==> src/rtl/tx_gear_40_10.sv <==
// Per-lane 40-to-10 transmit gearbox: word FIFO, PLL lock qualification,
// training sequence and idle insertion ahead of the LVDS serializer.
module tx_gear_40_10 #(
    parameter int          FIFO_DEPTH  = 4,
    parameter int          LOCK_WAIT   = 16,
    parameter int          TRAIN_WORDS = 8,
    parameter logic [9:0]  TRAIN_PAT   = 10'h3E0
) (
    input  logic        I_clk,
    input  logic        I_rst_n,
    input  logic        I_tx_locked,
    input  logic [39:0] I_data,
    input  logic        I_valid,
    output logic        O_ready,
    output logic [9:0]  O_data,
    output logic [1:0]  O_sel,
    output logic        O_frame,
    output logic        O_link_up,
    output logic [15:0] O_idle_cnt
);

    localparam int AW  = (FIFO_DEPTH > 1)  ? $clog2(FIFO_DEPTH)  : 1;
    localparam int LCW = (LOCK_WAIT > 1)   ? $clog2(LOCK_WAIT)   : 1;
    localparam int TCW = (TRAIN_WORDS > 1) ? $clog2(TRAIN_WORDS) : 1;

    localparam logic [LCW-1:0] LOCK_LAST  = LCW'(LOCK_WAIT - 1);
    localparam logic [LCW-1:0] LOCK_ONE   = LCW'(1);
    localparam logic [TCW-1:0] TRAIN_LAST = TCW'(TRAIN_WORDS - 1);
    localparam logic [TCW-1:0] TRAIN_ONE  = TCW'(1);
    localparam logic [AW:0]    PTR_ONE    = (AW + 1)'(1);

    localparam logic [1:0] ST_WAIT_LOCK = 2'd0;
    localparam logic [1:0] ST_TRAIN     = 2'd1;
    localparam logic [1:0] ST_DATA      = 2'd2;

    localparam logic [39:0] IDLE_WORD = {TRAIN_PAT, TRAIN_PAT, TRAIN_PAT, TRAIN_PAT};

    function automatic logic [9:0] slice_at(input logic [39:0] word, input logic [1:0] idx);
        logic [9:0] s;
        case (idx)
            2'd0:    s = word[9:0];
            2'd1:    s = word[19:10];
            2'd2:    s = word[29:20];
            default: s = word[39:30];
        endcase
        return s;
    endfunction

    function automatic logic ptr_full(input logic [AW:0] wr, input logic [AW:0] rd);
        return (wr[AW] != rd[AW]) && (wr[AW-1:0] == rd[AW-1:0]);
    endfunction

    logic [1:0]     state_r,     state_nxt_s;
    logic [LCW-1:0] lock_cnt_r,  lock_cnt_nxt_s;
    logic [TCW-1:0] train_cnt_r, train_cnt_nxt_s;
    logic [1:0]     sel_r,       sel_nxt_s;
    logic [9:0]     data_r,      data_nxt_s;
    logic           frame_r,     frame_nxt_s;
    logic           ready_r,     ready_nxt_s;
    logic           link_up_r,   link_up_nxt_s;
    logic [15:0]    idle_cnt_r,  idle_cnt_nxt_s;
    logic [39:0]    shreg_r,     shreg_nxt_s;
    logic [AW:0]    wr_ptr_r,    wr_ptr_nxt_s;
    logic [AW:0]    rd_ptr_r,    rd_ptr_nxt_s;
    logic [39:0]    mem_r [FIFO_DEPTH];

    logic           empty_s;
    logic           push_s;
    logic           pop_s;
    logic [39:0]    head_s;

    assign empty_s = (wr_ptr_r == rd_ptr_r);
    assign push_s  = I_valid && ready_r;
    assign pop_s   = I_tx_locked && (state_r == ST_DATA) && (sel_r == 2'd3) && !empty_s;
    assign head_s  = mem_r[rd_ptr_r[AW-1:0]];

    // Next-state logic for the link FSM, slice sequencer and FIFO pointers.
    always_comb begin
        state_nxt_s     = state_r;
        lock_cnt_nxt_s  = lock_cnt_r;
        train_cnt_nxt_s = train_cnt_r;
        sel_nxt_s       = sel_r;
        data_nxt_s      = data_r;
        frame_nxt_s     = 1'b0;
        shreg_nxt_s     = shreg_r;
        idle_cnt_nxt_s  = idle_cnt_r;
        wr_ptr_nxt_s    = push_s ? (wr_ptr_r + PTR_ONE) : wr_ptr_r;
        rd_ptr_nxt_s    = pop_s  ? (rd_ptr_r + PTR_ONE) : rd_ptr_r;

        if (!I_tx_locked) begin
            // Lock loss drops the partial word and flushes the FIFO.
            state_nxt_s     = ST_WAIT_LOCK;
            lock_cnt_nxt_s  = '0;
            train_cnt_nxt_s = '0;
            sel_nxt_s       = 2'd0;
            data_nxt_s      = TRAIN_PAT;
            wr_ptr_nxt_s    = '0;
            rd_ptr_nxt_s    = '0;
        end else begin
            case (state_r)
                ST_WAIT_LOCK: begin
                    sel_nxt_s  = 2'd0;
                    data_nxt_s = TRAIN_PAT;
                    if (lock_cnt_r == LOCK_LAST) begin
                        state_nxt_s     = ST_TRAIN;
                        lock_cnt_nxt_s  = '0;
                        train_cnt_nxt_s = '0;
                    end else begin
                        lock_cnt_nxt_s = lock_cnt_r + LOCK_ONE;
                    end
                end
                ST_TRAIN: begin
                    data_nxt_s = TRAIN_PAT;
                    if (sel_r == 2'd3) begin
                        if (train_cnt_r == TRAIN_LAST) begin
                            // Hold O_sel at 3 so the DATA entry cycle is itself a word boundary.
                            state_nxt_s = ST_DATA;
                        end else begin
                            train_cnt_nxt_s = train_cnt_r + TRAIN_ONE;
                            sel_nxt_s       = 2'd0;
                        end
                    end else begin
                        sel_nxt_s = sel_r + 2'd1;
                    end
                end
                ST_DATA: begin
                    if (sel_r == 2'd3) begin
                        sel_nxt_s = 2'd0;
                        if (!empty_s) begin
                            shreg_nxt_s = head_s;
                            data_nxt_s  = head_s[9:0];
                            frame_nxt_s = 1'b1;
                        end else begin
                            shreg_nxt_s    = IDLE_WORD;
                            data_nxt_s     = TRAIN_PAT;
                            idle_cnt_nxt_s = (idle_cnt_r != 16'hFFFF) ? (idle_cnt_r + 16'd1) : idle_cnt_r;
                        end
                    end else begin
                        sel_nxt_s  = sel_r + 2'd1;
                        data_nxt_s = slice_at(shreg_r, sel_r + 2'd1);
                    end
                end
                default: begin
                    state_nxt_s    = ST_WAIT_LOCK;
                    lock_cnt_nxt_s = '0;
                    sel_nxt_s      = 2'd0;
                    data_nxt_s     = TRAIN_PAT;
                    wr_ptr_nxt_s   = '0;
                    rd_ptr_nxt_s   = '0;
                end
            endcase
        end

        // Ready is registered, so it is derived from the post-edge occupancy and state.
        ready_nxt_s   = (state_nxt_s != ST_WAIT_LOCK) && !ptr_full(wr_ptr_nxt_s, rd_ptr_nxt_s);
        link_up_nxt_s = (state_nxt_s == ST_DATA);
    end

    // Control, output and pointer registers.
    always_ff @(posedge I_clk or negedge I_rst_n) begin
        if (!I_rst_n) begin
            state_r     <= ST_WAIT_LOCK;
            lock_cnt_r  <= '0;
            train_cnt_r <= '0;
            sel_r       <= 2'd0;
            data_r      <= TRAIN_PAT;
            frame_r     <= 1'b0;
            ready_r     <= 1'b0;
            link_up_r   <= 1'b0;
            idle_cnt_r  <= 16'd0;
            shreg_r     <= IDLE_WORD;
            wr_ptr_r    <= '0;
            rd_ptr_r    <= '0;
        end else begin
            state_r     <= state_nxt_s;
            lock_cnt_r  <= lock_cnt_nxt_s;
            train_cnt_r <= train_cnt_nxt_s;
            sel_r       <= sel_nxt_s;
            data_r      <= data_nxt_s;
            frame_r     <= frame_nxt_s;
            ready_r     <= ready_nxt_s;
            link_up_r   <= link_up_nxt_s;
            idle_cnt_r  <= idle_cnt_nxt_s;
            shreg_r     <= shreg_nxt_s;
            wr_ptr_r    <= wr_ptr_nxt_s;
            rd_ptr_r    <= rd_ptr_nxt_s;
        end
    end

    // FIFO storage.
    always_ff @(posedge I_clk or negedge I_rst_n) begin
        if (!I_rst_n) begin
            for (int i = 0; i < FIFO_DEPTH; i++) begin
                mem_r[i] <= '0;
            end
        end else if (push_s) begin
            mem_r[wr_ptr_r[AW-1:0]] <= I_data;
        end
    end

    assign O_ready    = ready_r;
    assign O_data     = data_r;
    assign O_sel      = sel_r;
    assign O_frame    = frame_r;
    assign O_link_up  = link_up_r;
    assign O_idle_cnt = idle_cnt_r;

endmodule

==> config.mk <==
export PLATFORM = sky130hd
export DESIGN_NAME = tx_gear_40_10
export DESIGN_NICKNAME = d
export VERILOG_FILES = /design/src/rtl/tx_gear_40_10.sv
export SDC_FILE = /design/constraint.sdc
export NUM_CORES = 1
export LEC_CHECK = 0
export BUFFER_PORTS_ARGS = -buffer_cell sky130_fd_sc_hd__buf_2
export CAP_MARGIN = 30
export CORE_MARGIN = 2
export CORE_UTILIZATION = 40
export CTS_CLUSTER_DIAMETER = 150
export DETAILED_ROUTE_END_ITERATION = 16
export PLACE_DENSITY = 0.58
export REMOVE_ABC_BUFFERS = 1
export SKIP_LAST_GASP = 1
export SYNTH_ARGS = -nofsm -noshare
export SYNTH_HDL_FRONTEND = slang
export SYNTH_SLANG_ARGS = --single-unit
export TNS_END_PERCENT = 5
==> constraint.sdc <==
create_clock -name I_clk -period 5.2 [get_ports I_clk]
set_input_delay 0 -clock I_clk [delete_from_list [all_inputs] [get_ports I_clk]]
set_output_delay 0 -clock I_clk [all_outputs]
set_load 0.02 [all_outputs]
* Word-level counts from Yosys, hierarchy flattened *
Index checks and enable logic that the tools add are counted.

cells by class
  bitwise logic cells = 2
  reduce and logical (&&, ||, !) cells = 17
  magnitude comparators = 3
  add/subtract/negate cells = 6
  eq/ne operators = 18
  multiplexer cells = 40

operator list
  cell                     number
  $bwmux W160              1
  $mux W40                 4
  $bmux W40 S2             1
  $demux W40 S2            1
  $mux W10                 4
  $mux W3                  10
  $pmux W10 S3             1
  $add A16 B1 Y16 const B  1
  $mux W2                  8
  $ne A16 B16 Y1 const B   1
  $add A3 B1 Y3 const B    3
  $ne A3 B3 Y1 const B     3
  $eq A2 B2 Y1 const B     4
  $mux W4                  2
  $pmux W4 S2              1
  $logic_and A1 B1 Y1      7
  $ge A3 B3 Y1 const B     2
  $not A2 Y3               2
  $pmux W2 S3              1
  $pmux W3 S2              1
  $reduce_and A5 Y1        1
  $add A4 B1 Y4 const B    1
  $eq A2 B1 Y1 const B     2
  $eq A4 B4 Y1 const B     1
  18 further kinds         23

storage, ports and cells
  output and inout bits = 31
  register bits after elaboration = 246
  word-level logic and storage cells = 102
  input port bits = 44

* Depth between registers and ports, before layout *
Gate-level depths: netlist of run 1.

  word-level depth = 11
  gate-level depth with buffers = 8
  gate-level depth less buffers = 7

* Least setup slack after synthesis of run 1 *
No wires, ideal clock.

  path kind = register to register
  from = register sel_r[1], in the netlist O_sel[1]
  to = register idle_cnt_r[14], in the netlist O_idle_cnt[14]
  data required time = 5.070 ns
  data arrival time = 1.946 ns
  stages on the path, launching flop included = 7
  slack = 3.124 ns
  path buffers = 1
  library setup time = 0.130 ns
  period minus slack after synthesis = 2.076 ns
  path through = dfrtp_1 > ha_1 > nand3_1 > clkbuf_1 > nor4_1 > nand3_1 > xnor2_1

on the way
  longest elaborated chain between the ends = 2

ends and longest elaborated chain
  item                                line  RTL
  start: declaration                  56    logic [1:0] sel_r, sel_nxt_s;
  start signal: assignment            178   sel_r <= sel_nxt_s;
  $eq A2 B2 Y1                        127   if (sel_r == 2'd3) begin
  $reduce_and A5 Y1 (no source line)  --
  end signal: assignment              183   idle_cnt_r <= idle_cnt_nxt_s;
  end: declaration                    61    logic [15:0] idle_cnt_r, idle_cnt_nxt_s;

Every way passes these cells.
A chain may end at the register's enable or synchronous reset.

* Worst setup path in the final report of run 1 *
  from = register sel_r[1], in the netlist O_sel[1]
  to = register ready_r, in the netlist O_ready

on the way
  longest elaborated chain between the ends = 10
  elaborated cells between the ends (all ways) = 15
  those cells by class = eq/ne (3); mux (6); reduce/logical (6)

ends and longest elaborated chain
  item                                                 line     RTL
  $eq A2 B2 Y1 (*)                                     74, 114
  $logic_and A1 B1 Y1 (2 in series)                    74       assign pop_s = I_tx_locked && (state_r == ST_DATA) && (sel_r == 2'd3) && !empty_s;
  $mux W3                                              88       rd_ptr_nxt_s = pop_s ? (rd_ptr_r + PTR_ONE) : rd_ptr_r;
  $mux W3                                              100      case (state_r)
  $mux W3                                              90       if (!I_tx_locked) begin
  $eq A2 B2 Y1 / $ne A1 B1 Y1 (equally long branches)  50       return (wr[AW] != rd[AW]) && (wr[AW-1:0] == rd[AW-1:0]);
  $logic_and A1 B1 Y1                                  50
  $logic_not A1 Y1                                     155      ready_nxt_s = (state_nxt_s != ST_WAIT_LOCK) && !ptr_full(wr_ptr_nxt_s, rd_ptr_nxt_s);
  $logic_and A1 B1 Y1 (*)                              155
  net ready_nxt_s                                      59       logic ready_r, ready_nxt_s;
  end signal: assignment                               181      ready_r <= ready_nxt_s;
  end: declaration                                     59

Mark *: on every way through the listed nets, which the timed path passes. The rest lies on a longest branch.

==> run_results.csv, run 1 <==
group,metric,value,unit
placed_design,port_buffers,74,
finish,drive_above_1_share,0.402,
finish,area_delta_synth_final,19.9,%
clocking,cts.clk_slew.worst_paths,0.06,ns
sta,fin_skew,0.0114,ns
sta,final-hold-violation-count,0,
yosys,synthMuxAreaShare,0.249,
sta,slew_violations,0,
routing,ant_nets,0,
pwr,p_leak,0.00618,uW
placed_design,dp_cells,1178,
clocking,root_buffer,"clkbuf_16",
die,coreArea,27000,um^2
yosys,ys_types,47,
yosys,synthAdderAreaFrac,0.0205,
yosys,yosys_warnings,0,
sta,maxSlewHeadroom,0.393,
yosys,synth_edf_count,0,
sta,fmax,384,MHz
critical_path,critPathKind,"reg -> reg",
clocking,clkLatencyLatePin,0.53,ns
finish,fin_area,13200,um^2
placed_design,place_ws,2.59,ns
die,dieHeight,170,um
critical_path,crit_fanout,80,
global_routing,grt_pass1_vias,6971,
routing,totalWireLength,23400,um
yosys,synthXorXnorAreaFrac,0.0248,
critical_path,worstReg2RegEnd,"O_ready",
yosys,synth_top_family_by_area,"multiplexers",
routing,num_vias,6660,
pwr,peakVddDrop,0.204,mV
finish,diodes,0,
clocking,clockBufferDepth,3,
global_routing,track_usage,0.168,
global_routing,grt_pass1_wl,38400,um
global_routing,antenna_found_initial,0,
global_routing,grt_max_degree,131,
sta,rsz0062_at_grt,"false",
pwr,finalPower,4960,uW
pwr,power.density,376,nW/um^2
placed_design,place.gp.congestion,0.772,
critical_path,worstPathRequired,5.60,ns
sta,fin_tns_setup,0,ns
yosys,synth_seq_cells,246,
pwr,p_clk_frac,0.445,
job,max_cap_violations,0,
yosys,async_reset_ff_frac,1.00,
die,die_area,28800,um^2
critical_path,critPathBufInv,1,
critical_path,r2r-start,"O_sel[1]",
global_routing,gr-total-overflow,0,
pwr,p_sw_frac,0.218,
routing,wl_per_cell,18.4,um
sta,tightest_slew,0.910,ns
yosys,synth_area,11000,um^2
critical_path,critical_path.cell_chain,"ha_1, nand3_2, buf_4, a31oi_2, mux2i_1, xnor2_1, a31oi_1",
yosys,synthSimpleGateAreaFrac,0.0670,
min_path,hp-class,"in -> async",
clocking,post_cts_resized,0,
yosys,synth_compound_area_frac,0.0557,
yosys,synth_flop_cell,"dfrtp_1",
yosys,syn-instance-count,801,
critical_path,startpoint,"O_sel[1]",
routing,viasPerCell,5.24,
finish,mostFrequentLayoutCell,"dfrtp_1",
critical_path,endpoint_kind,"flop",
routing,firstDrtPassIters,4,
yosys,ys_seq_area_frac,0.563,
critical_path,cp_slowest_stage_delay,0.67,ns
clocking,cts_buffers,27,
critical_path,rr_worst_depth,7,
critical_path,critPathArrivalTime,3.00,ns
critical_path,worst-path-stages,7,
die,start_util,0.408,
pwr,switchingPower,1080,uW
pwr,combPwrFrac,0.111,
critical_path,cp-start-kind,"flop",
yosys,syn-mean-instance-area,13.7,um^2
clocking,cts_sinks,246,
critical_path,crit_end,"O_ready",
sta,finalWorstSetupSlack,2.59,ns
die,die_w,170,um
routing,drc_errors,0,
clocking,cts_htree_levels,1,
finish,fin_nets,970,
pwr,intPower,3870,uW
die,num_rows,60,
finish,layout_common_cells,"219 x dfrtp_1, 161 x mux2_2, 76 x nand2_1, 73 x buf_2, 48 x o21ai_0",
placed_design,placed_area,11700,um^2
die,pin_count,75,
critical_path,slowest_stage,"a31oi_2",
finish,layoutNonFillerInstCount,1270,
clocking,cts_tree,"yes",
sta,finalCritPeriodShare,0.501,
critical_path,path_delay_family,"compound AO/OA/AOI/OAI gates",
status,status,"finished, final reports clean",
pwr,p_seq_frac,0.445,
routing,drt_iter0_markers,369,
sta,fin_crit,2.61,ns
finish,fillCellCount,2388,
placed_design,dp_hpwl,14600,um
sta,setup_viol,0,
critical_path,reg2reg_setup_slack,2.59,ns
worst min path at each step:
stage | cells past startpoint | to | slack, ns | from
3_5_place_dp | 1 | O_idle_cnt[5] | 0.14 | I_rst_n
4_1_cts | 4 | wr_ptr_r[1] | 0.16 | I_valid
5_1_grt | 4 | wr_ptr_r[1] | 0.19 | I_valid
6_report | 2 | O_idle_cnt[5] | 0.12 | I_rst_n
2_1_floorplan | 0 | O_data[0] | -0.30 | I_rst_n
3_3_place_gp | 1 | O_idle_cnt[4] | 0.14 | I_rst_n
timing repair:
action | in CTS | in global routing
endpoints found under the hold margin | 266 | 0
buffers inserted | 0 | 0
hold buffers | 42 | 0
final cells by class:
cell class / count / area [um^2] / area share
flip-flops and latches: 246 / 6190 / 0.470
multi-input cells: 500 / 4600 / 0.349
repair buffers: 124 / 873 / 0.0663
clock buffers: 34 / 762 / 0.0579
well taps: 341 / 427 / 0.0324
clock inverters: 16 / 284 / 0.0216
inverters: 9 / 33.8 / 0.00257
worst reg2reg max path: stages, from the launching register on:
cell and delay (ns):
dfrtp_1 0.46, ha_1 0.34, nand3_2 0.10, buf_4 0.34, a31oi_2 0.67, mux2i_1 0.34
xnor2_1 0.14, a31oi_1 0.09
cell usage after synthesis (12+ instances only):
master,n,share of area
xnor2_1,17,0.014
mux2_2,161,0.17
mux4_2,40,0.082
a21o_1,12,0.0082
clkbuf_1,36,0.012
nor2_1,33,0.011
nand3_1,12,0.0055
nand2_1,79,0.027
o21ai_0,48,0.022
dfrtp_1,221,0.50
dfstp_2,25,0.060
ha_1,18,0.021
registers in the layout, summed over array words and instances (netlist names):
signal / flops
O_idle_cnt: 16
lock_cnt_r: 4
wr_ptr_r: 3
O_sel: 2
O_link_up: 1
rd_ptr_r: 3
O_data: 10
O_ready: 1
mem_r: 160
O_frame: 1
shreg_r: 40
state_r: 2
train_cnt_r: 3
power groups by stage:
stage,sequential [uW],clock (uW),combinational (uW)
global placement,2230,0,527
CTS,2200,2250,563
floorplan,2200,0,377
finish,2200,2200,549
detailed placement,2240,0,537
global route,2230,2340,602
stage by stage:
stage / hold WS, ns / util
after floorplan: -0.296 / -
after global placement: 0.145 / 0.434
after detailed placement: 0.136 / 0.434
after CTS: 0.159 / 0.489
after global routing: 0.189 / 0.489
final: 0.123 / 0.489
kinds of logic after synthesis:
| family | after synthesis |
|---|---|
| flops | 246 |
| buf+inv | 55 |
| compound gates | 93 |
| fa+ha+maj | 18 |
| mux | 203 |
| xor+xnor | 26 |
| simple gates | 160 |
metal layers:
metal / part of all wire / wire length [um] / vias up / GRT usage
met3: 0.035 / 814 / 26 / 0.0250
met5: 0 / 0 / - / 0
met1: 0.47 / 11000 / 3429 / 0.234
met2: 0.48 / 11300 / 101 / 0.282
met4: 0.015 / 357 / 0 / 0.0320
li1: - / - / 3104 / -
No activity file was read; power rests on OpenSTA's default activity.
==> run 2, diff against run 1 <==
ABC_AREA = 1   (was unset)
PLACE_DENSITY = 0.6   (was 0.58)
clock period = 2.1 ns   (was 5.2 ns; I/O delays follow)
==> run 2 against run 1 <==
- die area decreased by 0.83%
- worst hold slack improved by 0.16 ns
- clock power increased by 130%
- critical path type unchanged
- largest power group is now clock
- highest routed layer unchanged
==> run_results.csv, run 2 <==
group,metric,value,unit
status,status,"finished, final reports clean",
placed_design,place.gp.congestion,0.831,
finish,fin_nets,1383,
critical_path,crit_fanout,8,
placed_design,port_buffers,74,
yosys,synth_flop_cell,"dfrtp_1",
pwr,finalPower,10200,uW
finish,fin_area,13200,um^2
clocking,cts_sinks,246,
die,start_util,0.405,
critical_path,worstReg2RegEnd,"O_idle_cnt[14]",
yosys,synth_edf_count,0,
clocking,hold_buffers,45,
yosys,ys_types,39,
yosys,yosysTopAreaCell,"dfrtp_1",
clocking,cts.clk_slew.worst_paths,0.06,ns
finish,layout_common_cells,"266 x nand2_1, 255 x o21ai_0, 220 x dfrtp_1, 92 x nor2_1, 87 x inv_1",
routing,num_vias,8604,
global_routing,gr-total-overflow,0,
routing,totalWireLength,26500,um
pwr,peakVddDrop,0.749,mV
routing,drc_errors,0,
sta,finalCritPeriodShare,0.901,
yosys,syn-mean-instance-area,8.96,um^2
global_routing,grt_max_degree,82,
routing,wl_per_cell,15.7,um
critical_path,endpoint_kind,"flop",
critical_path,critPathArrivalTime,2.30,ns
routing,ant_nets,0,
placed_design,dp_hpwl,16600,um
critical_path,critical_path.cell_chain,"inv_1, ha_1, nand2_2, nor2_8, nand4_4, nor2_8, inv_2, nor2_2, nand2_1, xnor2_1",
min_path,worstHoldStart,"I_data[18]",
critical_path,cp-start-kind,"flop",
job,max_cap_violations,0,
finish,area_delta_synth_final,21.0,%
sta,maxSlewHeadroom,0.638,
routing,viasPerCell,5.11,
clocking,clkLatencyLatePin,0.55,ns
die,die_area,28600,um^2
yosys,synth_most_common_cell,"nand2_1",
sta,slew_violations,0,
critical_path,cp_slowest_stage_delay,0.41,ns
routing,drt_iter0_markers,534,
routing,firstDrtPassIters,5,
critical_path,worstPathRequired,2.51,ns
critical_path,reg2reg_setup_slack,0.21,ns
die,pin_count,75,
sta,rsz0062_at_grt,"false",
sta,tightest_slew,0.542,ns
yosys,synth_top_area_frac,0.508,
yosys,syn-instance-count,1216,
critical_path,rr_worst_depth,10,
sta,fmax,529,MHz
die,die_w,169,um
sta,fin_crit,1.89,ns
clocking,root_buffer,"clkbuf_16",
min_path,hp-class,"in -> reg",
clocking,post_cts_resized,0,
clocking,cts_buffers,28,
critical_path,critPathKind,"reg -> reg",
global_routing,antenna_found_initial,0,
yosys,ys_seq_area_frac,0.568,
sta,setup_viol,0,
global_routing,grt_pass1_wl,44400,um
die,coreArea,26900,um^2
finish,diodes,0,
finish,largest_reg_flops,160,
yosys,synth_area,10900,um^2
yosys,async_reset_ff_frac,1.00,
sta,final-hold-violation-count,0,
yosys,synthTopCellsByCount,"270 x nand2_1, 255 x o21ai_0, 221 x dfrtp_1, 92 x nor2_1, 87 x inv_1",
clocking,cts_htree_levels,1,
global_routing,track_usage,0.192,
sta,timing.hold.ws,0.286,ns
yosys,synth_seq_cells,246,
critical_path,slowest_stage,"dfrtp_1",
die,dieHeight,169,um
clocking,clockBufferDepth,3,
yosys,yosys_warnings,0,
pwr,power.density,772,nW/um^2
pwr,p_leak,0.00648,uW
finish,largest_register,"mem_r",
finish,mostFrequentLayoutCell,"nand2_1",
clocking,cts_tree,"yes",
min_path,holdPathStages,4,
sta,fin_skew,0.0303,ns
finish,drive_above_1_share,0.144,
finish,postLayoutCoreUtil,0.490,
global_routing,grt_pass1_vias,8371,
critical_path,crit_top_cell,"nor2_8",
clocking,cts_setup_buffers,0,
placed_design,placed_area,11700,um^2
die,num_rows,60,
critical_path,r2r-start,"state_r[0]",
yosys,ys_top_cells_by_area,"dfrtp_1 51%, o21ai_0 12%, nand2_1 9.3%, dfstp_2 6.0%, nor2_1 3.2%",
min_path,min_delay_worst_endpoint,"mem_r[18]",
## run 2: cells by family (layout without fill, tap and decap cells)
logic type	count (synthesis)	count (layout)	share of synthesized area
AO/OA/AOI/OAI	361	361	0.184
XOR/XNOR	19	19	0.0153
adder cells (fa/ha/maj)	18	18	0.0207
buffers and inverters	162	289	0.0565
flip-flops	246	246	0.568
AND/OR/NAND/NOR	410	410	0.156
## run 2: stage by stage
| step | worst slack, ns | TNS (ns) | std cells |
|---|---|---|---|
| floorplan | -1.10 | -55.59 | 1149 |
| global placement | 0.254 | 0 | 1587 |
| detailed placement | 0.203 | 0 | 1587 |
| CTS | 0.193 | 0 | 1684 |
| global route | 0.000160 | 0 | 1684 |
| finish | 0.208 | 0 | 1684 |
## run 2: how the worst max path moves through the flow
stage,slack [ns],end,from,cells past startpoint
global route,0.0002,O_idle_cnt[9],state_r[0],10
detailed placement,0.20,O_idle_cnt[14],O_sel[0],9
finish,0.21,O_idle_cnt[14],state_r[0],10
floorplan,-1.10,O_ready,rd_ptr_r[0],11
global placement,0.25,O_idle_cnt[9],state_r[0],10
CTS,0.19,O_idle_cnt[14],state_r[0],10
## run 2: where the power goes
part           switching, uW  total [uW]  internal (uW)
registers               4.57        4750           4750
clock network           1940        5140           3190
logic                    169         281            111
## run 2: worst max-delay path: cells and delay by family (launching register included)
kind,cells,cell delay (ns)
and+or+nand+nor,6,0.84
DFF,1,0.41
buffers and inverters,2,0.19
adders and majority gates,1,0.18
xor gates and xnor gates,1,0.13
## run 2: area by class of cell
class / count / area [um^2]
Inverter: 95 / 359
Fill cell: 2587 / 13700
Multi-Input combinational cell: 808 / 4100
Clock inverter: 11 / 170
Clock buffer: 41 / 820
Sequential cell: 246 / 6190
Timing Repair Buffer: 142 / 1120
Tap cell: 341 / 427
## run 2: metal layers
layer  vias up  global-route usage  share of wire
met5         -                   0              0
met4         0              0.0446          0.021
met3        44              0.0229          0.037
met2       165               0.314           0.46
met1      4137               0.275           0.48
li1       4258                   -              -
==> run 3, diff against run 2 <==
RECOVER_POWER = 50   (was unset)
SKIP_CTS_REPAIR_TIMING = 1   (was unset)
==> run 3 against run 2 <==
- the run now ends with capacitance limit, slew limit left
- count of clock-buffer cells in the layout is the same
- wire length decreased by 0.31%
- via count decreased by 0.15%
- core utilization is 0.19 points lower
- first-iteration DRC count decreased by 10%
- sequential cell count unchanged
- register-to-register slack barely moved
- critical path type unchanged
==> run_results.csv, run 3 (synthesized netlist as in run 2, its figures left out) <==
group,metric,value,unit
routing,drt_iter0_markers,480,
finish,mostFrequentLayoutCell,"nand2_1",
routing,num_vias,8591,
die,start_util,0.405,
critical_path,cp_slowest_stage_delay,0.41,ns
sta,maxSlewHeadroom,-0.0356,
global_routing,gr-total-overflow,0,
pwr,finalPower,10200,uW
status,status,"complete, but fails checks",
critical_path,path_delay_family,"simple AND/OR/NAND/NOR gates",
finish,largest_reg_flops,160,
critical_path,slowest_stage,"dfrtp_1",
critical_path,critPathBufInv,2,
critical_path,r2r-start,"state_r[0]",
routing,firstDrtPassIters,5,
min_path,holdPathStages,4,
die,coreArea,26900,um^2
finish,drive_above_1_share,0.134,
global_routing,grt_max_degree,82,
critical_path,startpoint,"state_r[0]",
sta,final-hold-violation-count,0,
sta,setup_viol,0,
clocking,cts_htree_levels,1,
critical_path,cp-start-kind,"flop",
finish,fin_nets,1381,
finish,area_delta_synth_final,20.5,%
sta,tightest_slew,1.55,ns
pwr,peakVddDrop,0.748,mV
pwr,power.density,774,nW/um^2
routing,ant_nets,0,
global_routing,grt_pass1_vias,8193,
pwr,p_leak,0.00641,uW
die,die_area,28600,um^2
clocking,cts_buffers,28,
clocking,clkLatencyLatePin,0.55,ns
critical_path,endpoint_kind,"flop",
clocking,clockBufferDepth,3,
critical_path,worstPathRequired,2.51,ns
routing,drc_errors,0,
min_path,worstHoldStart,"I_data[18]",
critical_path,crit_top_cell,"nor2_8",
die,die_w,169,um
sta,fin_skew,0.0299,ns
critical_path,worst-path-stages,10,
sta,fmax,528,MHz
finish,largest_register,"mem_r",
sta,slew_violations,54,
finish,layout_common_cells,"266 x nand2_1, 255 x o21ai_0, 220 x dfrtp_1, 92 x nor2_1, 87 x inv_1",
status,violations,"capacitance limit, slew limit",
placed_design,port_buffers,74,
critical_path,critPathKind,"reg -> reg",
critical_path,rr_worst_depth,10,
sta,rsz0062_at_grt,"false",
placed_design,place.gp.congestion,0.831,
die,pin_count,75,
job,max_cap_violations,1,
min_path,hp-class,"in -> reg",
clocking,cts_tree,"yes",
global_routing,antenna_found_initial,0,
routing,totalWireLength,26400,um
clocking,root_buffer,"clkbuf_16",
die,num_rows,60,
sta,timing.hold.ws,0.287,ns
global_routing,grt_pass1_wl,43700,um
sta,finalCritPeriodShare,0.902,
global_routing,track_usage,0.189,
clocking,cts_sinks,246,
sta,fin_crit,1.89,ns
critical_path,critical_path.cell_chain,"inv_1, ha_1, nand2_2, nor2_8, nand4_4, nor2_8, inv_2, nor2_2, nand2_1, xnor2_1",
placed_design,dp_hpwl,16600,um
clocking,cts.clk_slew.worst_paths,0.06,ns
routing,wl_per_cell,15.7,um
critical_path,critPathArrivalTime,2.30,ns
routing,viasPerCell,5.11,
critical_path,crit_fanout,8,
die,dieHeight,169,um
finish,diodes,0,
run 3: changes by cell type in the layout (fill, tap and decap cells not counted):
cell	before	now
clkbuf_2	0	2
buf_4	14	12
dlygate4sd3_1	45	43
clkbuf_1	6	20
buf_8	1	0
buf_2	73	59
clkbuf_4	0	1
run 3: layout make-up:
cell class / instances / area, um^2
clock buffer: 41 / 820
clock inverter: 11 / 170
fill: 2597 / 13700
inverter: 95 / 359
multi-input combinational: 808 / 4100
sequential: 246 / 6190
tap: 341 / 427
timing repair buffer: 140 / 1070
run 3: stage by stage:
| step | utilization | TNS, ns | worst slack, ns | std cells | cell area [um^2] |
|---|---|---|---|---|---|
| after floorplan | - | -55.59 | -1.10 | 1149 | 10600 |
| after global placement | 0.437 | 0 | 0.254 | 1587 | 11700 |
| after detailed placement | 0.437 | 0 | 0.203 | 1587 | 11700 |
| after CTS | 0.474 | 0 | 0.193 | 1639 | 12700 |
| after global routing | 0.489 | 0 | 0.000160 | 1682 | 13100 |
| final | 0.489 | 0 | 0.205 | 1682 | 13100 |
run 3: path summary, 6_finish.rpt:
path	slack [ns]	to
min reg2reg	0.47	shreg_r[9]
max reg2reg	0.21	O_idle_cnt[14]
min	0.29	mem_r[18]
max in group asynchronous	0.42	shreg_r[9]
min in group asynchronous	0.39	O_idle_cnt[2]
max	0.21	O_idle_cnt[14]
run 3: worst min-delay path, delay by kind of cell:
kind	cells	cell delay, ns
buf+inv	3	0.65
compound gates	1	0.14
run 3: report_power, final:
group          internal, uW  switching (uW)  leakage [uW]
registers              4750            4.58       0.00328
logic                   107             167       0.00264
clock network          3190            1940      0.000490
run 3: metal layers:
metal  track usage  vias to the layer above  wire length, um
met5             0                        -                0
met4        0.0446                        0              606
met3        0.0231                       46             1040
met2         0.307                      174            12100
met1         0.273                     4116            12600
li1              -                     4255                -
